File: config.mk
export PLATFORM = sky130hd
export DESIGN_NAME = cmap_stream_decoder_flat
export DESIGN_NICKNAME = d
export VERILOG_FILES = /design/src/rtl/cmap_stream_decoder_if.sv /design/src/rtl/cmap_stream_decoder.sv /design/src/flat_wrapper.sv
export SDC_FILE = /design/constraint.sdc
export NUM_CORES = 1
export LEC_CHECK = 0
export BUFFER_PORTS_ARGS = -buffer_cell sky130_fd_sc_hd__buf_4
export CAP_MARGIN = 20
export CORE_ASPECT_RATIO = 1.2
export CORE_MARGIN = 3
export CORE_UTILIZATION = 40
export CTS_CLUSTER_DIAMETER = 200
export DETAILED_ROUTE_END_ITERATION = 8
export SLEW_MARGIN = 20
export SYNTH_ARGS = -nofsm -noshare
export SYNTH_HDL_FRONTEND = slang
export SYNTH_SLANG_ARGS = --single-unit
File: constraint.sdc
create_clock -name clk -period 9.3 [get_ports clk]
set_input_delay 0.465 -clock clk [delete_from_list [all_inputs] [get_ports clk]]
set_output_delay 0.465 -clock clk [all_outputs]
set_load 0.01 [all_outputs]
File: src/rtl/cmap_stream_decoder_if.sv
// rtl/cmap_stream_decoder_if.sv - bitmap, packed-word and decoded-vector streams of the ZNZ decoder
interface cmap_stream_decoder_if #(
  parameter int ZNZ_BITS = 8,
  parameter int DATA_W   = 8,
  parameter int IN_LANES = 4
) ();
  localparam int CNT_W = $clog2(IN_LANES + 1);

  logic                               znz_valid;
  logic                               znz_ready;
  logic [ZNZ_BITS-1:0]                znz_din;
  logic                               enc_valid;
  logic                               enc_ready;
  logic [CNT_W-1:0]                   enc_cnt;
  logic [IN_LANES-1:0][DATA_W-1:0]    enc_din;
  logic                               dec_valid;
  logic                               dec_ready;
  logic [ZNZ_BITS-1:0][DATA_W-1:0]    dec_dout;

  modport master (
    output znz_valid, znz_din, enc_valid, enc_cnt, enc_din, dec_ready,
    input  znz_ready, enc_ready, dec_valid, dec_dout
  );

  modport slave (
    input  znz_valid, znz_din, enc_valid, enc_cnt, enc_din, dec_ready,
    output znz_ready, enc_ready, dec_valid, dec_dout
  );
endinterface

File: src/rtl/cmap_stream_decoder.sv
// rtl/cmap_stream_decoder.sv - zero/non-zero bitmap decompressor: buffers packed words, scatters them per bitmap
module cmap_stream_decoder #(
  parameter int ZNZ_BITS  = 8,
  parameter int DATA_W    = 8,
  parameter int IN_LANES  = 4,
  parameter int BUF_DEPTH = 16
) (
  input  logic                             clk,
  input  logic                             rst_n,
  cmap_stream_decoder_if.slave             bus,
  output logic [$clog2(BUF_DEPTH+1)-1:0]   buf_level,
  output logic                             cnt_err
);
  localparam int CNT_W = $clog2(IN_LANES + 1);
  localparam int LVL_W = $clog2(BUF_DEPTH + 1);
  localparam int PTR_W = (BUF_DEPTH > 1) ? $clog2(BUF_DEPTH) : 1;

  localparam logic [CNT_W-1:0] LANES_C   = CNT_W'(IN_LANES);
  localparam logic [LVL_W-1:0] ENC_LIMIT = LVL_W'(BUF_DEPTH - IN_LANES);
  localparam logic [PTR_W:0]   DEPTH_P   = (PTR_W+1)'(BUF_DEPTH);

  localparam logic [0:0] S_IDLE = 1'b0;
  localparam logic [0:0] S_HOLD = 1'b1;

  generate
    if (BUF_DEPTH < ZNZ_BITS + IN_LANES) begin : g_depth_check
      $error("BUF_DEPTH must be at least ZNZ_BITS + IN_LANES");
    end
  endgenerate

  // k never exceeds BUF_DEPTH, so one conditional subtract wraps correctly.
  function automatic logic [PTR_W-1:0] ptr_add(input logic [PTR_W-1:0] p, input logic [PTR_W:0] k);
    logic [PTR_W:0] s;
    s = {1'b0, p} + k;
    if (s >= DEPTH_P) s = s - DEPTH_P;
    return s[PTR_W-1:0];
  endfunction

  logic [DATA_W-1:0]               mem [BUF_DEPTH];
  logic [PTR_W-1:0]                rd_ptr, wr_ptr;
  logic [LVL_W-1:0]                level;
  logic [0:0]                      state;
  logic [ZNZ_BITS-1:0]             map;
  logic [LVL_W-1:0]                need, pop_cnt;
  logic [CNT_W-1:0]                push_cnt;
  logic                            fire, enc_fire, znz_fire;
  logic                            dec_valid_q;
  logic [ZNZ_BITS-1:0][DATA_W-1:0] dec_next, dec_dout_q;

  assign buf_level     = level;
  assign bus.enc_ready = (level <= ENC_LIMIT);
  assign enc_fire      = bus.enc_valid && bus.enc_ready;
  assign fire          = (state == S_HOLD) && (need <= level) && (!dec_valid_q || bus.dec_ready);
  assign bus.znz_ready = (state == S_IDLE) || fire;
  assign znz_fire      = bus.znz_valid && bus.znz_ready;
  assign pop_cnt       = fire ? need : '0;
  assign bus.dec_valid = dec_valid_q;
  assign bus.dec_dout  = dec_dout_q;

  always_comb begin
    push_cnt = '0;
    if (enc_fire) push_cnt = (bus.enc_cnt > LANES_C) ? LANES_C : bus.enc_cnt;
  end

  // The running count doubles as each set lane's offset into the buffer.
  always_comb begin
    need     = '0;
    dec_next = '0;
    for (int i = 0; i < ZNZ_BITS; i++) begin
      if (map[i]) begin
        dec_next[i] = mem[ptr_add(rd_ptr, (PTR_W+1)'(need))];
        need        = need + LVL_W'(1);
      end
    end
  end

  always_ff @(posedge clk) begin
    if (!rst_n) begin
      state       <= S_IDLE;
      map         <= '0;
      rd_ptr      <= '0;
      wr_ptr      <= '0;
      level       <= '0;
      dec_valid_q <= 1'b0;
      dec_dout_q  <= '0;
      cnt_err     <= 1'b0;
    end else begin
      for (int k = 0; k < IN_LANES; k++) begin
        if (CNT_W'(k) < push_cnt) mem[ptr_add(wr_ptr, (PTR_W+1)'(k))] <= bus.enc_din[k];
      end
      wr_ptr <= ptr_add(wr_ptr, (PTR_W+1)'(push_cnt));
      rd_ptr <= ptr_add(rd_ptr, (PTR_W+1)'(pop_cnt));
      level  <= level + LVL_W'(push_cnt) - pop_cnt;

      if (enc_fire && (bus.enc_cnt > LANES_C)) cnt_err <= 1'b1;

      if (znz_fire) begin
        state <= S_HOLD;
        map   <= bus.znz_din;
      end else if (fire) begin
        state <= S_IDLE;
      end

      if (fire) begin
        dec_valid_q <= 1'b1;
        dec_dout_q  <= dec_next;
      end else if (bus.dec_ready) begin
        dec_valid_q <= 1'b0;
      end
    end
  end
endmodule

File: src/flat_wrapper.sv
// flat-port wrapper written by rule: the top's interface ports become plain ports
module cmap_stream_decoder_flat 
#(
  parameter int ZNZ_BITS  = 8,
  parameter int DATA_W    = 8,
  parameter int IN_LANES  = 4,
  parameter int BUF_DEPTH = 16
)
  (clk, rst_n, buf_level, cnt_err, bus_znz_valid, bus_znz_din, bus_enc_valid, bus_enc_cnt, bus_enc_din, bus_dec_ready, bus_znz_ready, bus_enc_ready, bus_dec_valid, bus_dec_dout);
  cmap_stream_decoder_if #(.ZNZ_BITS(ZNZ_BITS), .DATA_W(DATA_W), .IN_LANES(IN_LANES)) bus_i ();
  input  logic clk;
  input  logic rst_n;
  output logic [$clog2(BUF_DEPTH+1)-1:0] buf_level;
  output logic cnt_err;
  input wire logic [$bits(bus_i.znz_valid)-1:0] bus_znz_valid;
  input wire logic [$bits(bus_i.znz_din)-1:0] bus_znz_din;
  input wire logic [$bits(bus_i.enc_valid)-1:0] bus_enc_valid;
  input wire logic [$bits(bus_i.enc_cnt)-1:0] bus_enc_cnt;
  input wire logic [$bits(bus_i.enc_din)-1:0] bus_enc_din;
  input wire logic [$bits(bus_i.dec_ready)-1:0] bus_dec_ready;
  output wire logic [$bits(bus_i.znz_ready)-1:0] bus_znz_ready;
  output wire logic [$bits(bus_i.enc_ready)-1:0] bus_enc_ready;
  output wire logic [$bits(bus_i.dec_valid)-1:0] bus_dec_valid;
  output wire logic [$bits(bus_i.dec_dout)-1:0] bus_dec_dout;
  assign bus_i.znz_valid = bus_znz_valid;
  assign bus_i.znz_din = bus_znz_din;
  assign bus_i.enc_valid = bus_enc_valid;
  assign bus_i.enc_cnt = bus_enc_cnt;
  assign bus_i.enc_din = bus_enc_din;
  assign bus_i.dec_ready = bus_dec_ready;
  assign bus_znz_ready = bus_i.znz_ready;
  assign bus_enc_ready = bus_i.enc_ready;
  assign bus_dec_valid = bus_i.dec_valid;
  assign bus_dec_dout = bus_i.dec_dout;
  cmap_stream_decoder #(.ZNZ_BITS(ZNZ_BITS), .DATA_W(DATA_W), .IN_LANES(IN_LANES), .BUF_DEPTH(BUF_DEPTH)) u_core (.clk(clk), .rst_n(rst_n), .bus(bus_i), .buf_level(buf_level), .cnt_err(cnt_err));
endmodule
After elaboration in Yosys (flattened, before gate mapping) --
Memory sizes are Yosys's and may differ from the RTL's. Cells that the tools add are included.
Cells by class: add/subtract/negate cells 35, reduce and logical (&&, ||, !) cells 10, $lt $le $gt $ge 21, bitwise logic cells 1, muxes and demuxes 65
Operator list (number):
- $mux W4 | 30
- $mux W8 | 8
- $ge A5 B5 Y1 const B | 12
- $sub A4 B1 Y4 const B | 14
- $mux W5 | 8
- $add A4 B5 Y5 | 7
- $add A5 B1 Y5 const B | 6
- $mux W1 | 17
- $add A4 B2 Y5 const B | 2
- $ge A4 B5 Y1 const B | 2
- $lt A1 B3 Y1 const A | 2
- $lt A2 B3 Y1 const A | 2
- $mux W3 | 2
- $add A4 B1 Y5 | 1
- $add A4 B1 Y5 const B | 1
- $add A4 B3 Y5 | 1
- $add A5 B3 Y5 | 1
- $le A5 B4 Y1 const B | 1
- $le A5 B5 Y1 | 1
- $logic_and A1 B1 Y1 | 5
- $sub A5 B5 Y5 | 1
- $reduce_bool A2 Y1 | 2
- $gt A3 B3 Y1 const B | 1
- $add A1 B1 Y2 const B | 1
- 3 further kinds | 4
Word-level totals: bits of input ports 48, memories kept 1, RAM bits 128, output and inout port bits 73, register bits 88
Memories:
- u_core.mem | depth 16, width 8, rd ports 8, clocked after Yosys merged registers in 0, write ports 4, RTL line cmap_stream_decoder.sv:39 | logic [DATA_W-1:0] mem [BUF_DEPTH];

Longest topological paths before layout --
depth in word-level cells 22, mapped depth 40

Least setup slack after synthesis --
No wires, ideal clock.
kind register -> register, start point register u_core.map[0], end point register u_core.level[4], in the netlist u_core.buf_level[4], clock period less this slack 7.186 ns, library setup time 0.070 ns, arrival 7.116 ns, required time 9.230 ns, path slack 2.114 ns, buffers on the path 4, stages on the path, launching flop included 41, path through dfxtp_1 > inv_1 > ha_1 > buf_6 > xor2_1 > ha_1 > nand2b_1 > o21ai_0 > inv_1 > ha_1 > nand2_1 > nand2_1 > ha_1 > nor2_1 > a31oi_1 > ha_1 > mux2i_1 > inv_1 > [5 not listed] > ha_1 > mux2i_1 > a32oi_1 > nand2b_1 > clkbuf_1 > clkbuf_1 > clkbuf_1 > o21ai_0 > nand2_1 > ha_1 > inv_1 > fa_1 > inv_1 > a21o_1 > a21oi_1 > xnor2_1 > or4_1 > a21oi_1
Between the ends: word-level cells in the longest chain between the ends 20
RTL lines:
- start, declared | RTL line cmap_stream_decoder.sv:43 | logic [ZNZ_BITS-1:0] map;
- start signal, assigned | RTL line cmap_stream_decoder.sv:99 | map <= bus.znz_din;
- $mux W1 (*) | RTL line cmap_stream_decoder.sv:70 | if (map[i]) begin
- $add A1 B1 Y2 | RTL line cmap_stream_decoder.sv:72 | need = need + LVL_W'(1);
- $mux W5 (*) | RTL line cmap_stream_decoder.sv:70
- $add A5 B1 Y5 | RTL line cmap_stream_decoder.sv:72
- $mux W5 (*) | RTL line cmap_stream_decoder.sv:70
- $add A5 B1 Y5 | RTL line cmap_stream_decoder.sv:72
- $mux W5 (*) | RTL line cmap_stream_decoder.sv:70
- $add A5 B1 Y5 | RTL line cmap_stream_decoder.sv:72
- [3 not listed]
- $add A5 B1 Y5 | RTL line cmap_stream_decoder.sv:72
- $mux W5 (*) | RTL line cmap_stream_decoder.sv:70
- $add A5 B1 Y5 | RTL line cmap_stream_decoder.sv:72
- $mux W5 (*) | RTL line cmap_stream_decoder.sv:70
- $le A5 B5 Y1 | RTL line cmap_stream_decoder.sv:53 | assign fire = (state == S_HOLD) && (need <= level) && (!dec_valid_q || bus.dec_ready);
- $logic_and A1 B1 Y1 (2 in series) | RTL line cmap_stream_decoder.sv:53
- $mux W5 (*) | RTL line cmap_stream_decoder.sv:56 | assign pop_cnt = fire ? need : '0;
- $sub A5 B5 Y5 (*) | RTL line cmap_stream_decoder.sv:93 | level <= level + LVL_W'(push_cnt) - pop_cnt;
- end signal, assigned | RTL line cmap_stream_decoder.sv:93
- end, declared | RTL line cmap_stream_decoder.sv:41 | logic [LVL_W-1:0] level;
Mark *: on every way between the ends. The rest lies on a longest branch, timed or not. A chain may end at the register's enable or synchronous reset.

Final worst setup path --
Ends and elaborated chain as after synthesis.

==> Implementation_results.wiki <==
{| class="wikitable"
! Metric !! Value
|-
| Status || finished, final reports clean
|-
| RSZ-0062 raised after global routing || no
|-
| Max Cap Viol || 0
|-
| Average wire per standard cell || 29.9 um
|-
| Nets || 2247
|-
| Area enclosed by the die boundary || 56300 um^2
|-
| Aggregate global routing overflow || 0
|-
| Most prevalent standard cell on the critical path || sky130_fd_sc_hd__ha_1
|-
| Critical Setup Path Class || reg -> reg
|-
| Starting DRC count in detailed routing || 2451
|-
| Wire length of the first global-routing pass || 126000 um
|-
| HPWL after detailed placement || 61000 um
|-
| Leading post-synthesis cells by cell area || sky130_fd_sc_hd__mux4_2 28%, sky130_fd_sc_hd__edfxtp_1 18%, sky130_fd_sc_hd__dfxtp_1 8.2%
|-
| Kind of capture point of the worst setup path || flop
|-
| Number of synthesized register bits || 216
|-
| Crit Path Max Fanout || 11
|-
| Post CTS Setup Buffer Count || 0
|-
| Highest ir drop seen on vdd || 199 uV
|-
| Count of buffers inserted at the top-level ports || 120
|-
| Starting density of the core || 40.6%
|-
| Share of synthesized registers carrying an async set or reset || 0%
|-
| Design Area, Final || 23700 um^2
|-
| Fraction of post-synthesis cell area in the top cell type by area || 27.8%
|-
| Time the worst path needs with I/O delays and setup || 7940 ps
|-
| Antenna-violating nets left || 0
|-
| Fin. Hold Viols || 0
|-
| Crit path launch type || flop
|-
| Final total negative setup slack || 0 ps
|-
| Root buffer selected by CTS || sky130_fd_sc_hd__clkbuf_16
|-
| Most used routing layer in global routing || met2
|-
| Fraction of layout instances using a drive strength above 1 || 26.4%
|-
| Fillcell total || 5078
|-
| Antenna violations before repair || 1
|-
| Worst Tran Pin Value || 1150 ps
|-
| Die extent in y || 259 um
|-
| Remaining DRCs || 0
|-
| Hold buffer count at CTS || 0
|-
| Total power density per cell area || 302 nW/um^2
|-
| Pin count of the biggest net entering global routing || 79
|-
| Clk_lat worst skew || 570 ps
|-
| Post-CTS clock slew at the launch and capture registers of the worst setup and hold paths || 70 ps
|-
| Max-slew violation count || 0
|-
| Global Route Usage Sum || 30.1%
|-
| Die X || 217 um
|-
| Number of synthesis warnings || 0
|-
| Number of sinks driven by the clock tree || 216
|-
| WL final || 85900 um
|-
| Area inside the core boundary || 52700 um^2
|-
| CP max-delay cell || sky130_fd_sc_hd__nor2b_1
|-
| Global-route met1 utilization || 39.6%
|-
| Max Clock Skew || 24.8 ps
|-
| Worst hold path type || in -> reg
|-
| Initial DRT Pass Iterations || 5
|-
| GP Congestion || 0.996
|-
| Worst EP arrival || 8430 ps
|-
| Final worst path period share || 85.4%
|-
| Predominant post-synthesis flop cell || sky130_fd_sc_hd__edfxtp_1
|-
| Netlist area before placement || 21400 um^2
|-
| Final count of negative-setup-slack endpoints || 0
|-
| CTS max path bufs || 3
|-
| Number of rows created at floorplan || 92
|-
| Via count of the first global-routing pass || 17913
|-
| Leakage Power || 0.00841 uW
|-
| Post-synth EDFFs || 128
|-
| Avg Cell Area, Syn || 9.95 um^2
|-
| Net Count, Synth || 2251
|-
| Cell type with the largest total area after synthesis || sky130_fd_sc_hd__mux4_2
|-
| Instance area at placement || 22900 um^2
|-
| Sequential cell area fraction in the yosys report || 26.2%
|-
| Resized cells post-CTS || 0
|-
| Ratio of routed vias to standard cells || 6.67
|-
| Relative slew slack || 23.4%
|-
| Fmax || 126 MHz
|-
| Total number of H-tree levels || 1
|-
| Cell variety after synth || 62
|-
| Top-level I/O count || 121
|-
| Maximum cell stage delay along the critical path || 630 ps
|-
| Cts bufs inserted || 25
|-
| Area growth syn-to-layout || 11.0%
|-
| Clock tree from TritonCTS || yes
|-
| Synthesized instance count || 2149
|-
| Required time of the critical path || 9780 ps
|-
| Overall power || 7170 uW
|-
| Met2 global-route usage || 47.0%
|-
| Met3 GRT Util || 6.08%
|-
| Count of vias placed by the detailed router || 19133
|}
## cell families after synthesis
logic type,Yosys count,synth area share [%]
buffers and inverters,225,4.13
flip-flops,216,26.2
multiplexers,466,37.6
adder cells (fa/ha/maj),55,3.59
AND/OR/NAND/NOR,689,14.3
AO/OA/AOI/OAI,455,12.1
XOR/XNOR,43,2.09
## per-stage QoR
step                      worst slack [ps]  utilization (%)  cells  hold slack (ps)
after floorplan                       2110                -   2149              453
after global placement                1550             43.4   2823              453
after detailed placement              1410             43.4   2823              449
after CTS                             1350             45.0   2868              154
after global routing                   611             45.0   2868              171
final                                 1360             45.0   2870              177
## synthesized netlist by cell type, types with 2 or more instances
cell                       count
sky130_fd_sc_hd__a211oi_1     43
sky130_fd_sc_hd__a21o_1       10
sky130_fd_sc_hd__a21oi_1     128
sky130_fd_sc_hd__a22oi_1      48
sky130_fd_sc_hd__a311oi_1      3
sky130_fd_sc_hd__and2_1        5
sky130_fd_sc_hd__and3_1        3
sky130_fd_sc_hd__and3_4        2
sky130_fd_sc_hd__and4_4        2
sky130_fd_sc_hd__buf_1        20
sky130_fd_sc_hd__buf_2        10
sky130_fd_sc_hd__buf_6         3
sky130_fd_sc_hd__clkbuf_1    160
sky130_fd_sc_hd__dfxtp_1      88
sky130_fd_sc_hd__edfxtp_1    128
sky130_fd_sc_hd__fa_1         11
sky130_fd_sc_hd__ha_1         43
sky130_fd_sc_hd__inv_1        30
sky130_fd_sc_hd__mux2_2       56
sky130_fd_sc_hd__mux2i_1     146
sky130_fd_sc_hd__mux4_2      264
sky130_fd_sc_hd__nand2_1     340
sky130_fd_sc_hd__nand2b_1      5
sky130_fd_sc_hd__nand3_1      96
sky130_fd_sc_hd__nand3b_1      5
sky130_fd_sc_hd__nand4_1       4
sky130_fd_sc_hd__nor2_1      134
sky130_fd_sc_hd__nor2b_1      47
sky130_fd_sc_hd__nor3_1       10
sky130_fd_sc_hd__nor4_1       13
sky130_fd_sc_hd__nor4b_1       2
sky130_fd_sc_hd__o211ai_1      3
sky130_fd_sc_hd__o21ai_0     200
sky130_fd_sc_hd__o21ai_1      10
sky130_fd_sc_hd__o311ai_0      3
sky130_fd_sc_hd__o31ai_1       2
sky130_fd_sc_hd__or2_2         5
sky130_fd_sc_hd__or3_1         4
sky130_fd_sc_hd__or3b_2        2
sky130_fd_sc_hd__or4_1         2
sky130_fd_sc_hd__or4bb_1       2
sky130_fd_sc_hd__xnor2_1      22
sky130_fd_sc_hd__xor2_1       16
## final timing paths
path	startpoint	to	slack [ps]	cells after the start
max reg2reg	u_core.map[0]	u_core.buf_level[4]	1360	35
max	u_core.map[0]	u_core.buf_level[4]	1360	35
min reg2reg	u_core.bus.dec_dout[63]	u_core.bus.dec_dout[63]	450	2
min	bus_znz_din[7]	u_core.map[7]	180	3
## worst max-delay path, delay by kind of cell, from the launching register on
family          cells  cell delay (ps)
fa+ha+maj           9             3000
simple gates       12             2380
compound gates      7             1090
buf+inv             4              450
mux                 2              400
flops               1              350
xor+xnor            1              160
## routing by layer
| layer | part of all wire, % | vias to the layer above | wire length, um |
|---|---|---|---|
| met3 | 11 | 295 | 9850 |
| met2 | 45 | 1421 | 38600 |
| li1 | - | 8189 | - |
| met5 | 0 | - | 0 |
| met4 | 7.1 | 0 | 6080 |
| met1 | 36 | 9228 | 31300 |
## state kept, by name, indices dropped and copies added, names as in the netlist
| name | cells |
|---|---|
| u_core.state | 1 |
| u_core.bus.dec_dout | 64 |
| u_core.map | 8 |
| u_core.cnt_err | 1 |
| u_core.buf_level | 5 |
| u_core.rd_ptr | 4 |
| u_core.mem | 128 |
| u_core.wr_ptr | 4 |
| u_core.bus.dec_valid | 1 |
## area by class of cell
| class | instances | area (um^2) | area share (%) |
|---|---|---|---|
| antenna | 2 | 5.00 | 0.0211 |
| inverter | 31 | 116 | 0.490 |
| timing repair buffer | 163 | 1220 | 5.15 |
| clock buffer | 26 | 629 | 2.65 |
| sequential | 216 | 5610 | 23.6 |
| multi-input combinational | 1708 | 15100 | 63.4 |
| clock inverter | 19 | 218 | 0.917 |
| tap | 705 | 882 | 3.72 |
## power by group
group | switching, uW | leakage (uW) | total (uW) | internal [uW]
combinational | 2630 | 0.00614 | 4920 | 2290
clock | 429 | 0.000399 | 1030 | 605
sequential | 117 | 0.00187 | 1210 | 1090
total | 3180 | 0.00841 | 7170 | 3990
## cells in the final DEF (no fill, tap or decap), drive strengths merged, types with 4 or more instances in the layout
cell | netlist | layout
a211oi | 43 | 43
a21o | 10 | 10
a21oi | 128 | 128
a22oi | 48 | 48
and2 | 5 | 5
and3 | 5 | 5
buf | 34 | 163
bufinv | 0 | 4
clkbuf | 160 | 26
clkinv | 1 | 9
clkinvlp | 0 | 5
dfxtp | 88 | 88
edfxtp | 128 | 128
fa | 11 | 11
ha | 43 | 43
inv | 30 | 32
mux2 | 56 | 56
mux2i | 146 | 146
mux4 | 264 | 264
nand2 | 340 | 340
nand2b | 5 | 5
nand3 | 96 | 96
nand3b | 5 | 5
nand4 | 4 | 4
nor2 | 135 | 135
nor2b | 47 | 47
nor3 | 10 | 10
nor4 | 13 | 13
o21ai | 210 | 210
or2 | 5 | 5
or3 | 4 | 4
xnor2 | 24 | 24
xor2 | 16 | 16
Note: power is estimated with default switching activity, not from simulation.
